--- src/rtl/note_playback_ctrl_if.sv ---
// Sample-path bundle between the playback controller, the note ROM and the codec.
// The controller side is the master: it drives the ROM address and the codec write.
interface note_playback_ctrl_if #(
  parameter int ADDR_W = 16,
  parameter int DATA_W = 24
);
  logic [ADDR_W-1:0] rom_addr;
  logic [DATA_W-1:0] rom_q;
  logic              write_ready;
  logic              write;
  logic [DATA_W-1:0] writedata_left;
  logic [DATA_W-1:0] writedata_right;

  modport master (
    output rom_addr, write, writedata_left, writedata_right,
    input  rom_q, write_ready
  );

  modport slave (
    input  rom_addr, write, writedata_left, writedata_right,
    output rom_q, write_ready
  );
endinterface

--- src/rtl/note_playback_ctrl.sv ---
// Handshaked note playback sequencer: steps the ROM over a latched range, waits out
// the ROM read latency, attenuates each sample and hands it to the codec as an L/R pair.
module note_playback_ctrl #(
  parameter int RD_LAT = 2,
  parameter int ADDR_W = 16,
  parameter int DATA_W = 24
) (
  input  logic              CLOCK_50,
  input  logic              reset,
  input  logic              play,
  input  logic              stop,
  input  logic              loop_en,
  input  logic [ADDR_W-1:0] start_addr,
  input  logic [ADDR_W-1:0] end_addr,
  input  logic [1:0]        vol,
  output logic              busy,
  output logic              done,
  note_playback_ctrl_if.master bus
);

  typedef enum logic [2:0] {IDLE, FETCH, WAIT, HOLD, WRITE} state_e;

  localparam logic [1:0] WAIT_INIT = 2'(RD_LAT - 1);

  state_e            state_q, state_d;
  logic [ADDR_W-1:0] rom_addr_q, rom_addr_d;
  logic [ADDR_W-1:0] start_q, start_d;
  logic [ADDR_W-1:0] end_q, end_d;
  logic [1:0]        vol_q, vol_d;
  logic [1:0]        wait_cnt_q, wait_cnt_d;
  logic              fresh_q, fresh_d;
  logic [DATA_W-1:0] writedata_q, writedata_d;
  logic              write_q, write_d;
  logic              busy_q, busy_d;
  logic              done_q, done_d;

  always_comb begin
    // NOTE: every signal gets a default here so no path leaves it unassigned (no latches).
    state_d     = state_q;
    rom_addr_d  = rom_addr_q;
    start_d     = start_q;
    end_d       = end_q;
    vol_d       = vol_q;
    wait_cnt_d  = wait_cnt_q;
    fresh_d     = fresh_q;
    writedata_d = writedata_q;
    done_d      = 1'b0;

    case (state_q)
      IDLE: begin
        if (play && !stop) begin
          start_d = start_addr;
          end_d   = end_addr;
          vol_d   = vol;
          if (start_addr > end_addr) begin
            done_d = 1'b1;
          end else begin
            rom_addr_d = start_addr;
            state_d    = FETCH;
          end
        end
      end
      FETCH: begin
        wait_cnt_d = WAIT_INIT;
        if (RD_LAT == 1) begin
          state_d = HOLD;
          fresh_d = 1'b1;
        end else begin
          state_d = WAIT;
        end
      end
      WAIT: begin
        wait_cnt_d = wait_cnt_q - 2'd1;
        if (wait_cnt_q == 2'd1) begin
          state_d = HOLD;
          fresh_d = 1'b1;
        end
      end
      HOLD: begin
        // rom_q is valid in the first HOLD cycle; later cycles keep the captured word.
        if (fresh_q) begin
          writedata_d = DATA_W'($signed(bus.rom_q) >>> vol_q);
          fresh_d     = 1'b0;
        end
        if (bus.write_ready) state_d = WRITE;
      end
      WRITE: begin
        if (rom_addr_q == end_q) begin
          if (loop_en) begin
            rom_addr_d = start_q;
            state_d    = FETCH;
          end else begin
            state_d = IDLE;
            done_d  = 1'b1;
          end
        end else begin
          rom_addr_d = rom_addr_q + ADDR_W'(1);
          state_d    = FETCH;
        end
      end
      default: state_d = IDLE;
    endcase

    // Abort wins over every transition above; the address and output word are left as is.
    if (stop && state_q != IDLE) begin
      state_d     = IDLE;
      done_d      = 1'b1;
      rom_addr_d  = rom_addr_q;
      writedata_d = writedata_q;
      fresh_d     = 1'b0;
    end
  end

  assign write_d = (state_d == WRITE);
  assign busy_d  = (state_d != IDLE);

  // NOTE: sequential state uses non-blocking assignments so all flops update together.
  always_ff @(posedge CLOCK_50) begin
    if (reset) begin
      state_q     <= IDLE;
      rom_addr_q  <= '0;
      start_q     <= '0;
      end_q       <= '0;
      vol_q       <= '0;
      wait_cnt_q  <= '0;
      fresh_q     <= 1'b0;
      writedata_q <= '0;
      write_q     <= 1'b0;
      busy_q      <= 1'b0;
      done_q      <= 1'b0;
    end else begin
      state_q     <= state_d;
      rom_addr_q  <= rom_addr_d;
      start_q     <= start_d;
      end_q       <= end_d;
      vol_q       <= vol_d;
      wait_cnt_q  <= wait_cnt_d;
      fresh_q     <= fresh_d;
      writedata_q <= writedata_d;
      write_q     <= write_d;
      busy_q      <= busy_d;
      done_q      <= done_d;
    end
  end

  assign bus.rom_addr        = rom_addr_q;
  assign bus.write           = write_q;
  assign bus.writedata_left  = writedata_q;
  assign bus.writedata_right = writedata_q;
  assign busy                = busy_q;
  assign done                = done_q;

endmodule
--- src/flat_wrapper.sv ---
// flat-port wrapper written by rule: the top's interface ports become plain ports
module note_playback_ctrl_flat 
#(
  parameter int RD_LAT = 2,
  parameter int ADDR_W = 16,
  parameter int DATA_W = 24
)
  (CLOCK_50, reset, play, stop, loop_en, start_addr, end_addr, vol, busy, done, bus_rom_addr, bus_write, bus_writedata_left, bus_writedata_right, bus_rom_q, bus_write_ready);
  note_playback_ctrl_if #(.ADDR_W(ADDR_W), .DATA_W(DATA_W)) bus_i ();
  input  logic CLOCK_50;
  input  logic reset;
  input  logic play;
  input  logic stop;
  input  logic loop_en;
  input  logic [ADDR_W-1:0] start_addr;
  input  logic [ADDR_W-1:0] end_addr;
  input  logic [1:0] vol;
  output logic busy;
  output logic done;
  output wire logic [$bits(bus_i.rom_addr)-1:0] bus_rom_addr;
  output wire logic [$bits(bus_i.write)-1:0] bus_write;
  output wire logic [$bits(bus_i.writedata_left)-1:0] bus_writedata_left;
  output wire logic [$bits(bus_i.writedata_right)-1:0] bus_writedata_right;
  input wire logic [$bits(bus_i.rom_q)-1:0] bus_rom_q;
  input wire logic [$bits(bus_i.write_ready)-1:0] bus_write_ready;
  assign bus_rom_addr = bus_i.rom_addr;
  assign bus_write = bus_i.write;
  assign bus_writedata_left = bus_i.writedata_left;
  assign bus_writedata_right = bus_i.writedata_right;
  assign bus_i.rom_q = bus_rom_q;
  assign bus_i.write_ready = bus_write_ready;
  note_playback_ctrl #(.RD_LAT(RD_LAT), .ADDR_W(ADDR_W), .DATA_W(DATA_W)) u_core (.CLOCK_50(CLOCK_50), .reset(reset), .play(play), .stop(stop), .loop_en(loop_en), .start_addr(start_addr), .end_addr(end_addr), .vol(vol), .busy(busy), .done(done), .bus(bus_i));
endmodule
--- config.mk ---
export PLATFORM = sky130hd
export DESIGN_NAME = note_playback_ctrl_flat
export DESIGN_NICKNAME = d
export VERILOG_FILES = /design/src/rtl/note_playback_ctrl_if.sv /design/src/rtl/note_playback_ctrl.sv /design/src/flat_wrapper.sv
export SDC_FILE = /design/constraint.sdc
export NUM_CORES = 1
export LEC_CHECK = 0
export BUFFER_PORTS_ARGS = -buffer_cell sky130_fd_sc_hd__buf_4
export CAP_MARGIN = 40
export CORE_MARGIN = 3
export CORE_UTILIZATION = 54
export DETAILED_ROUTE_END_ITERATION = 10
export GPL_TIMING_DRIVEN = 0
export PLACE_DENSITY_LB_ADDON = 0.15
export REMOVE_ABC_BUFFERS = 1
export SKIP_LAST_GASP = 1
export SYNTH_ARGS = -nofsm -noshare
export SYNTH_HDL_FRONTEND = slang
export SYNTH_SLANG_ARGS = --single-unit
export TNS_END_PERCENT = 10
--- constraint.sdc ---
create_clock -name CLOCK_50 -period 2.8 [get_ports CLOCK_50]
set_clock_uncertainty 0.15 [all_clocks]
set_input_delay 0.56 -clock CLOCK_50 [delete_from_list [all_inputs] [get_ports CLOCK_50]]
set_output_delay 0.56 -clock CLOCK_50 [all_outputs]
set_load 0.01 [all_outputs]
======== After elaboration in Yosys (flattened, before gate mapping) ========
Index checks and enable logic that the tools add are counted.
Widths: inputs -> output; s select.
cells by class
  add/subtract/negate cells ............... 2
  reduce and logical (&&, ||, !) cells .... 14
  $lt $le $gt $ge ......................... 1
  shift operators ......................... 1
  muxes and demuxes ....................... 22
  bitwise logic cells ..................... 1
  eq/ne operators ......................... 11
operators by type and width
  kind                   count
  $mux 16                4
  $pmux 16 s2            1
  $sshr 24x2->24         1
  $add 16x1->16 const B  1
  $eq 16x16->1           1
  $gt 16x16->1           1
  $mux 3                 5
  $pmux 3 s5             1
  $mux 1                 8
  $eq 3x2->1 const B     2
  $eq 3x3->1 const B     2
  $reduce_bool 2->1      3
  $reduce_bool 3->1      2
  $reduce_and 5->1       1
  $ne 2x1->1 const B     2
  $pmux 1 s2             2
  $pmux 2 s2             1
  $reduce_and 2->1       2
  $eq 3x1->1 const B     1
  $logic_not 3->1        1
  $ne 3x3->1 const B     1
  $reduce_and 3->1       1
  $eq 2x1->1 const B     1
  $logic_and 1x1->1      2
  other kinds (5)        5
storage, ports and cells
  input bits .............................. 64
  logic and storage cells ................. 63
  flip-flop bits (word level) ............. 83
  output and inout bits ................... 67

======== Logic depth before layout (Yosys ltp) ========
Gate-level depths: netlist of the first run.
  depth in word-level cells ............... 6
  depth in mapped cells ................... 10
  mapped depth without buffers ............ 8

======== Least setup slack after synthesis of the first run ========
OpenSTA, ideal clock, no wires.
  kind .................................... input port to flip-flop
  start point ............................. input port end_addr[15]
  end point ............................... register u_core.rom_addr_q[2], in the netlist u_core.bus.rom_addr[2]
  setup time .............................. 0.121 ns
  data required time ...................... 2.529 ns
  arrival time ............................ 2.340 ns
  cell stages on the path ................. 9
  slack ................................... 0.189 ns
  buffers on the path ..................... 1
  cell sequence ........................... inv_1 -> ha_1 -> nand4_1 -> nor3_1 -> a2111oi_0 -> nand4_1 -> a31o_1 -> buf_6 -> mux2_2
between the ends
  cells in the longest elaborated chain, start to end .. 3
ends and longest elaborated chain
  item                        line                       text
  from (decl)                 flat_wrapper.sv:16         input logic [ADDR_W-1:0] end_addr;
  $gt 16x16->1                note_playback_ctrl.sv:55   if (start_addr > end_addr) begin
  $ne 2x2->1 (no line)        -
  $reduce_and 5->1 (no line)  -
  to (signal assigned)        note_playback_ctrl.sv:133  rom_addr_q <= rom_addr_d;
  to (decl)                   note_playback_ctrl.sv:26   logic [ADDR_W-1:0] rom_addr_q, rom_addr_d;
No other way between the ends.
A chain may end at the register's enable or synchronous reset.

======== Worst setup path in the final report of the first run ========
  start point ............................. input port start_addr[5]
  end point ............................... register u_core.rom_addr_q[2], in the netlist u_core.bus.rom_addr[2]
between the ends
  cells in the longest elaborated chain, start to end .. 3
ends and longest elaborated chain
  item                        line                      text
  from (decl)                 flat_wrapper.sv:15        input logic [ADDR_W-1:0] start_addr;
  $gt 16x16->1                note_playback_ctrl.sv:55
  $ne 2x2->1 (no line)        -
  $reduce_and 5->1 (no line)  -
No other way between the ends.

==> impl_metrics.py, run 1 <==
metrics = {
    "critical_path": {
        "path_delay_family": "compound AO/OA/AOI/OAI gates",
        "arrival_ns": 2.84,
        "cp_cell_sequence": "buf_4 -> ha_1 -> a21oi_1 -> o21ai_0 -> a2111oi_2 -> nand4_1 -> a31o_4 -> buf_8 -> mux2_2",
        "worst-path-buf-inv": 2,
        "crit_fanout": 9,
        "rr_startpoint": "u_core.bus.rom_addr[10]",
        "startpoint": "start_addr[5]",
        "worst_ep_required_time_ns": 2.89,
        "start_kind": "primary input",
        "cpPeakStageDelay_ns": 0.46,
        "criticalPathCategory": "in -> reg",
        "cpMaxStageDelayCell": "a2111oi_2",
        "endpoint_kind": "flop",
    },
    "cts": {
        "clk_latency_ns": 0.35,
        "cts.sinks": 83,
        "cts-htree-levels": 3,
        "cts_hold_buf": 0,
        "numCtsBuffers": 9,
        "clk_pin_slew_worst_paths_ns": 0.08,
        "cts_tree": "done",
        "cts-root-buf": "clkbuf_8",
        "clk_path_buf_depth": 2,
    },
    "placed_design": {
        "place_inst": 798,
        "port_buffers": 130,
        "gp_congestion": 0.8201,
        "post_dp_cell_area_um2": 6035,
        "dp_hpwl_mm": 9.815,
    },
    "min_path": {
        "hp-start": "stop",
        "min_path_type": "in -> reg",
    },
    "synthesis": {
        "syn_inst": 600,
        "yosys_warnings": 0,
        "syn-cell-area_um2": 5134,
        "yosysTopAreaCell": "dfxtp_1",
        "synth_edf_count": 0,
        "synth-seq-cells": 83,
        "synth_area_leaders": "dfxtp_1 (32%), mux4_2 (8.3%), nand2_1 (7.5%)",
        "yosysTopAreaCellShare_pct": 32.37,
        "ys_seq_area_share_pct": 32.37,
        "synth-main-ff-cell": "dfxtp_1",
        "ys_types": 50,
        "async_flop_share_pct": 0,
        "synth_area_per_cell_um2": 8.556,
    },
    "timing": {
        "finalHoldViolCount": 0,
        "worstMarginPinSlew_ns": 0.9339,
        "setup_viol": 0,
        "relSlewSlack_pct": 37.56,
        "fmax_mhz": 363.2,
        "rsz0062_at_grt": "yes",
        "drv_slew": 0,
        "period_minus_slack_ns": 2.753,
        "finalCritPeriodShare_pct": 98.33,
        "hold-worst-slack_ns": 0.2740,
    },
    "pwr": {
        "p_switching_mw": 0.7707,
        "p_int_mw": 1.923,
        "pwr-share-comb_pct": 20.2,
        "power.leakage_nw": 2.877,
        "clkPwrFrac_pct": 32.4,
        "power_density_nw_per_um2": 429.6,
        "switching_share_pct": 28.62,
        "p_seq_share_pct": 47.3,
        "ir_worst_vdd_mv": 0.2869,
        "p_total_mw": 2.693,
    },
    "final_layout": {
        "syn_to_final_growth_pct": 22.13,
        "fill_cells": 710,
        "final_util_pct": 69.85,
        "n_antenna_cell": 0,
        "final_cells": 815,
        "num-nets-final": 766,
        "final_layout_size_suffix_gt1_share_pct": 28.88,
        "final_common_cell": "buf_4",
        "most-common-layout-cells": "buf_4 (131), nand2_1 (102), dfxtp_1 (83), a21oi_1 (52), nor2_1 (40)",
        "fin_area_um2": 6270,
    },
    "routing": {
        "avgViaCountPerCell": 5.669,
        "vias": 4620,
        "wl_per_cell_um": 16.49,
        "drt_first_pass_iters": 5,
        "drt_iter0_drc": 259,
        "drc_errors": 0,
        "ant_nets": 0,
        "totalWireLength_mm": 13.44,
    },
    "grt": {
        "grt_use_total_pct": 24.61,
        "gr-total-overflow": 0,
        "antenna_found_initial": 0,
        "grt_max_degree": 81,
        "grt_pass1_vias": 4507,
        "grt_pass1_wl_mm": 21.99,
    },
    "die": {
        "dieArea_um2": 10710,
        "die_x_um": 103.5,
        "fp.coreArea_um2": 8976,
        "die_h_um": 103.5,
        "initial_core_util_pct": 57.19,
        "boundaryPins": 131,
        "rows": 34,
    },
    "status": {
        "status": "finished, final reports clean",
    },
    "flow_run": {
        "maxCapViolCount": 0,
    },
}
## worst paths after layout
kind / cells after the start / slack, ns / end
worst max-delay path: 9 / 0.05 / u_core.bus.rom_addr[2]
worst min-delay path: 2 / 0.27 / u_core.state_q[2]
worst max register to register: 7 / 0.07 / u_core.bus.rom_addr[2]
worst min register to register: 2 / 0.31 / u_core.start_q[7]
## worst reg2reg max path, delay by kind of cell, from the launching register on
family / cells / cell delay, ns
simple gates: 2 / 0.71
mux: 1 / 0.34
compound gates: 2 / 0.51
buf+inv: 1 / 0.19
flops: 1 / 0.53
xor+xnor: 1 / 0.19
## cell families after synthesis
family,after synthesis,share of synthesized area [%]
simple gates,233,21.67
compound gates,87,10.19
buf+inv,87,9.383
flops,83,32.37
mux,62,16.89
xor+xnor,30,5.118
fa+ha+maj,18,4.387
## per-layer routing
layer,GRT usage [%],share of wire (%)
met1,32.53,43
met2,41.03,49
met3,5.535,6.9
met4,6.173,1.3
met5,0,0
## through the flow
stage,TNS [ns],setup WS [ns]
after detailed placement,-7.012,-0.6001
after global routing,-0.0008622,-0.0008622
after CTS,0,0.09926
after global placement,-12.02,-0.8224
after floorplan,-0.3651,-0.06085
final,0,0.04678
## cell type report
| class | instances | area, um2 | share of cell area [%] |
|---|---|---|---|
| inverters | 21 | 78.83 | 1.257 |
| flip-flops and latches | 83 | 1662 | 26.50 |
| repair buffers | 139 | 1154 | 18.40 |
| multi-input cells | 430 | 3023 | 48.21 |
| clock buffers | 12 | 145.1 | 2.315 |
| well taps | 126 | 157.7 | 2.514 |
| clock inverters | 4 | 50.05 | 0.7982 |
## power groups by stage
stage          logic, mW  registers (mW)  clock network [mW]
4_1_cts            0.541            1.27               0.892
6_report           0.545            1.28               0.873
5_1_grt            0.596            1.28               0.934
2_1_floorplan      0.278            1.30                   0
3_3_place_gp       0.476            1.31                   0
3_5_place_dp       0.524            1.30                   0
## synth_stat cells (12+ instances only)
cell	count
mux2i_1	36
a21oi_1	52
xor2_1	22
nand2_1	102
nor2_1	40
mux4_2	19
ha_1	18
dfxtp_1	83
nand2b_1	12
inv_1	21
clkbuf_1	23
nand3_1	34
buf_4	24
## what timing repair did
item / CTS / global route
resized for setup: 7 / 1
pin swaps: 1 / 0
setup endpoints to repair: 16 / 12
setup buffers: 1 / 0
## sequential cells by signal, summed over array words and instances, names as in the netlist
name / cells
u_core.wait_cnt_q: 2
u_core.start_q: 16
u_core.bus.write: 1
u_core.done: 1
u_core.fresh_q: 1
u_core.state_q: 3
u_core.busy: 1
u_core.bus.writedata_left: 24
u_core.end_q: 16
u_core.vol_q: 2
u_core.bus.rom_addr: 16
(Power assumes the default switching activity.)
==> run 2, diff against run 1 <==
Settings changed: CORE_ASPECT_RATIO from default to 0.6.
==> run 2 against run 1 <==
Final cell count decreased by 0.12%. Count of clock-buffer cells in the layout down 1. Wire length increased by 2.8%. Sequential share of layout area fell by 0.40 points. Combinational power fell by 1%. Design area grew 1.5%. Critical endpoint is now u_core.bus.rom_addr[4]. Critical path depth is the same.
==> impl_metrics.py, run 2 (synthesized netlist as in run 1, its figures left out) <==
metrics = {
    "status": {
        "status": "finished, final reports clean",
    },
    "die": {
        "initial_core_util_pct": 57.81,
        "rows": 26,
        "dieArea_um2": 10750,
        "die_h_um": 81.53,
        "boundaryPins": 131,
        "die_x_um": 131.9,
        "fp.coreArea_um2": 8881,
    },
    "critical_path": {
        "criticalPathCategory": "in -> reg",
        "crit_fanout": 12,
        "rr_startpoint": "u_core.bus.rom_addr[10]",
        "endpoint_kind": "flop",
        "cp_cell_sequence": "buf_4 -> ha_1 -> a21oi_1 -> o21ai_0 -> a2111oi_2 -> nand4_1 -> a31o_4 -> buf_8 -> mux2_2",
        "worst_ep_required_time_ns": 2.88,
        "cpMaxStageDelayCell": "a2111oi_2",
        "cpPeakStageDelay_ns": 0.60,
        "start_kind": "primary input",
        "arrival_ns": 2.87,
        "startpoint": "start_addr[7]",
    },
    "timing": {
        "finalCritPeriodShare_pct": 99.92,
        "drv_slew": 0,
        "worstMarginPinSlew_ns": 0.8091,
        "finalHoldViolCount": 0,
        "setup_slack_ns": 0.002355,
        "fmax_mhz": 357.4,
        "relSlewSlack_pct": 46.00,
        "period_minus_slack_ns": 2.798,
        "setup_viol": 0,
        "rsz0062_at_grt": "yes",
    },
    "cts": {
        "clk_latency_ns": 0.34,
        "clk_path_buf_depth": 2,
        "cts_hold_buf": 0,
        "cts-htree-levels": 3,
        "numCtsBuffers": 9,
        "cts-root-buf": "clkbuf_16",
        "clk_pin_slew_worst_paths_ns": 0.06,
        "cts_tree": "done",
        "cts.sinks": 83,
    },
    "grt": {
        "gr-total-overflow": 0,
        "grt_use_total_pct": 25.21,
        "grt_max_degree": 83,
        "grt_pass1_wl_mm": 21.67,
        "grt_pass1_vias": 4304,
        "antenna_found_initial": 0,
    },
    "routing": {
        "drt_iter0_drc": 335,
        "drc_errors": 0,
        "vias": 4598,
        "avgViaCountPerCell": 5.649,
        "wl_per_cell_um": 16.97,
        "ant_nets": 0,
        "drt_first_pass_iters": 4,
        "totalWireLength_mm": 13.81,
    },
    "placed_design": {
        "place_ws_ns": -0.6801,
        "dp_hpwl_mm": 9.867,
        "place_inst": 797,
        "port_buffers": 130,
        "gp_congestion": 0.8601,
    },
    "min_path": {
        "hp-start": "stop",
        "min_path_type": "in -> reg",
    },
    "flow_run": {
        "maxCapViolCount": 0,
    },
    "final_layout": {
        "syn_to_final_growth_pct": 24.01,
        "num-nets-final": 766,
        "final_cells": 814,
        "n_antenna_cell": 0,
        "largest_register_ff_count": 24,
        "final_common_cell": "buf_4",
        "most-common-layout-cells": "buf_4 (132), nand2_1 (102), dfxtp_1 (83), a21oi_1 (52), nor2_1 (40)",
        "final_layout_size_suffix_gt1_share_pct": 29.07,
    },
    "pwr": {
        "p_total_mw": 2.997,
        "power_density_nw_per_um2": 470.8,
        "power.leakage_nw": 2.929,
        "ir_worst_vdd_mv": 0.3572,
    },
}
[run 2: layout make-up]
type	instances	area, um2
Tap cell	126	157.7
Sequential cell	83	1662
Timing Repair Buffer	139	1146
Clock inverter	4	51.30
Inverter	21	78.83
Multi-Input combinational cell	430	3028
Fill cell	714	2515
Clock buffer	11	242.7
[run 2: timing repair]
| action | CTS | global route |
|---|---|---|
| gates resized for setup | 5 | 3 |
| pin swaps | 2 | 0 |
| setup endpoints to repair | 16 | 9 |
| setup buffers | 2 | 0 |
[run 2: where the power goes]
group          leakage, nW  internal (mW)  switching [mW]  total, mW
clock network        0.142          0.710           0.469       1.18
logic                 2.11          0.258           0.279      0.538
registers            0.674           1.22          0.0567       1.28
total                 2.93           2.19           0.805       3.00
[run 2: final timing paths]
check	to	slack, ns	depth (start not counted)
setup reg to reg	u_core.bus.rom_addr[4]	0.15	7
setup / recovery	u_core.bus.rom_addr[4]	0.002	9
hold reg to reg	u_core.start_q[5]	0.30	2
hold / removal	u_core.state_q[2]	0.29	2
[run 2: through the flow]
stage          hold slack [ns]  setup TNS, ns  cell area, um2  util [%]
2_1_floorplan           0.2757        -0.3651            4731         -
3_3_place_gp            0.2910         -13.98            5864     66.03
3_5_place_dp            0.2968         -8.951            6025     67.84
4_1_cts                 0.2851              0            6355     71.56
5_1_grt                 0.3003       -0.02286            6366     71.68
6_report                0.2890              0            6366     71.68
[run 2: critical path, delay by kind of cell]
family | cells | cell delay, ns
and+or+nand+nor | 1 | 0.24
AOI/OAI and AO/OA | 4 | 1.17
muxes | 1 | 0.28
buffers and inverters | 2 | 0.29
adders and majority gates | 1 | 0.33
[run 2: routing by layer]
layer  GRT usage, %  vias up  part of all wire (%)
li1               -     2231                     -
met1          33.68     2197                    45
met2          40.39      156                    46
met3          8.262       14                   7.5
met4          5.660        0                   1.3
met5              0        -                     0
==> run 3, diff against run 2 <==
--- a/config.mk
+++ b/config.mk
@@ -13,7 +13,8 @@
 export DETAILED_ROUTE_END_ITERATION = 10
 export GPL_TIMING_DRIVEN = 0
-export PLACE_DENSITY_LB_ADDON = 0.15
+export PLACE_DENSITY = 0.9
 export REMOVE_ABC_BUFFERS = 1
 export SKIP_LAST_GASP = 1
+export SLEW_MARGIN = 10
 export SYNTH_ARGS = -nofsm -noshare
 export SYNTH_HDL_FRONTEND = slang
==> constraint.sdc (replaced) <==
create_clock -name CLOCK_50 -period 2.8 [get_ports CLOCK_50]
set_clock_uncertainty 0.15 [all_clocks]
set_input_delay 0.14 -clock CLOCK_50 [delete_from_list [all_inputs] [get_ports CLOCK_50]]
set_output_delay 0.14 -clock CLOCK_50 [all_outputs]
set_load 0.01 [all_outputs]
==> run 3 against run 2 <==
Final cell count is 4.7% higher. Sequential cell count unchanged. Core utilization is 3.7 points higher. Design area grew 5.2%. Wire length is 15% higher. Critical path type is now reg -> reg. Critical endpoint is now u_core.bus.rom_addr[11]. Largest cell class unchanged.
==> impl_metrics.py, run 3 (synthesized netlist as in run 1, its figures left out) <==
metrics = {
    "placed_design": {
        "post_dp_cell_area_um2": 5944,
        "port_buffers": 130,
        "gp_congestion": 0.8797,
        "dp_hpwl_mm": 10.28,
    },
    "grt": {
        "grt_use_total_pct": 28.76,
        "grt_max_degree": 98,
        "grt_pass1_vias": 4911,
        "gr-total-overflow": 0,
        "grt_pass1_wl_mm": 24.76,
        "antenna_found_initial": 0,
    },
    "die": {
        "initial_core_util_pct": 57.81,
        "fp.coreArea_um2": 8881,
        "die_x_um": 131.9,
        "die_h_um": 81.53,
        "dieArea_um2": 10750,
        "boundaryPins": 131,
        "rows": 26,
    },
    "final_layout": {
        "most-common-layout-cells": "buf_4 (131), nand2_1 (102), dfxtp_1 (82), a21oi_1 (52), nor2_1 (40)",
        "num-nets-final": 803,
        "final_common_cell": "buf_4",
        "largest_register_ff_count": 24,
        "final_layout_size_suffix_gt1_share_pct": 26.86,
        "fin_area_um2": 6698,
        "n_antenna_cell": 0,
        "multi_input_area_um2": 3015,
        "final_util_pct": 75.42,
        "fill_cells": 591,
        "syn_to_final_growth_pct": 30.47,
        "register_area_um2": 1663,
    },
    "cts": {
        "cts_tree": "done",
        "clk_latency_ns": 0.34,
        "clk_path_buf_depth": 2,
        "cts-root-buf": "clkbuf_16",
        "clk_pin_slew_worst_paths_ns": 0.06,
        "cts-htree-levels": 3,
        "cts.sinks": 83,
        "numCtsBuffers": 9,
    },
    "timing": {
        "period_minus_slack_ns": 2.702,
        "relSlewSlack_pct": 44.67,
        "finalHoldViolCount": 0,
        "finalCritPeriodShare_pct": 96.49,
        "worstMarginPinSlew_ns": 0.8289,
        "fmax_mhz": 370.1,
        "setup_viol": 0,
        "drv_slew": 0,
        "rsz0062_at_grt": "yes",
    },
    "critical_path": {
        "r2r_cells": 6,
        "arrival_ns": 2.82,
        "criticalPathCategory": "reg -> reg",
        "cpMaxStageDelayCell": "and4_1",
        "start_kind": "flop",
        "crit_fanout": 15,
        "cpPeakStageDelay_ns": 0.74,
        "cp_cell_sequence": "xor2_1 -> nor4_4 -> and4_1 -> nand3_1 -> a31o_2 -> mux2i_1",
        "worst_ep_required_time_ns": 2.92,
        "endpoint_kind": "flop",
    },
    "routing": {
        "drc_errors": 0,
        "totalWireLength_mm": 15.92,
        "avgViaCountPerCell": 5.940,
        "drt_first_pass_iters": 5,
        "ant_nets": 0,
        "drt_iter0_drc": 543,
        "wl_per_cell_um": 18.68,
        "vias": 5061,
    },
    "status": {
        "status": "finished, final reports clean",
    },
    "flow_run": {
        "maxCapViolCount": 0,
    },
    "min_path": {
        "holdPathStages": 3,
        "min_path_type": "in -> reg",
    },
    "pwr": {
        "power_density_nw_per_um2": 459.4,
        "power.leakage_nw": 3.063,
        "ir_worst_vdd_mv": 0.3247,
    },
}
==> run 3: cell count changes in the layout (fill, tap and decap cells not counted), sizes merged <==
cell / previous run / this run
dlygate4sd3: 0 / 39
buf: 139 / 136
clkbuf: 11 / 12
clkinv: 2 / 1
clkinvlp: 1 / 2
dlymetal6s2s: 0 / 1
==> run 3: worst paths after layout <==
path / startpoint / end / slack, ns
setup reg to reg: u_core.bus.rom_addr[7] / u_core.bus.rom_addr[11] / 0.1
hold reg to reg: u_core.start_q[3] / u_core.start_q[3] / 0.31
hold / removal: loop_en / u_core.state_q[0] / 0.05
setup / recovery: u_core.bus.rom_addr[7] / u_core.bus.rom_addr[11] / 0.1
==> run 3: critical path, delay by kind of cell (launching register included) <==
kind            cells  cell delay [ns]
flops               1             0.51
mux                 1             0.13
xor+xnor            1             0.17
simple gates        3             1.38
compound gates      1             0.29
==> run 3: final cells by class <==
class,count,area share (%)
clock buffers,12,3.680
clock inverters,4,0.7472
repair buffers,176,22.19
inverters,21,1.177
flip-flops and latches,83,24.83
well taps,126,2.354
multi-input cells,430,45.02
==> run 3: metal layers <==
metal / vias up / track usage, % / part of all wire (%)
met2: 300 / 48.67 / 49
met4: 0 / 10.80 / 2.8
met5: - / 0 / 0
met1: 2408 / 36.47 / 40
met3: 46 / 6.854 / 8.7
li1: 2307 / - / -
==> run 3: stage by stage <==
step / power (mW) / hold slack (ns) / cells / setup WS [ns] / TNS [ns]
6_report: 3.077 / 0.04696 / 852 / 0.09837 / 0
5_1_grt: 3.173 / 0.05727 / 852 / -0.06766 / -0.2354
4_1_cts: 3.046 / 0.02822 / 849 / 0.01397 / 0
3_5_place_dp: 1.808 / 0.2443 / 794 / -0.3189 / -3.174
3_3_place_gp: 1.777 / 0.2246 / 790 / -0.5709 / -7.606
2_1_floorplan: 1.580 / 0.05907 / 534 / 0.09369 / 0
==> run 3: power breakdown <==
group	switching, mW	internal, mW	leakage [nW]
combinational	0.298	0.287	2.25
clock	0.491	0.715	0.139
sequential	0.0619	1.22	0.674
total	0.851	2.23	3.06
==> run 3: repair_timing <==
item | CTS | global route
hold buffers | 38 | 1
gates resized for setup | 1 | 2
pin swaps | 1 | 0
setup endpoints to repair | 15 | 11
setup buffers | 1 | 0
hold endpoints to repair | 38 | 3
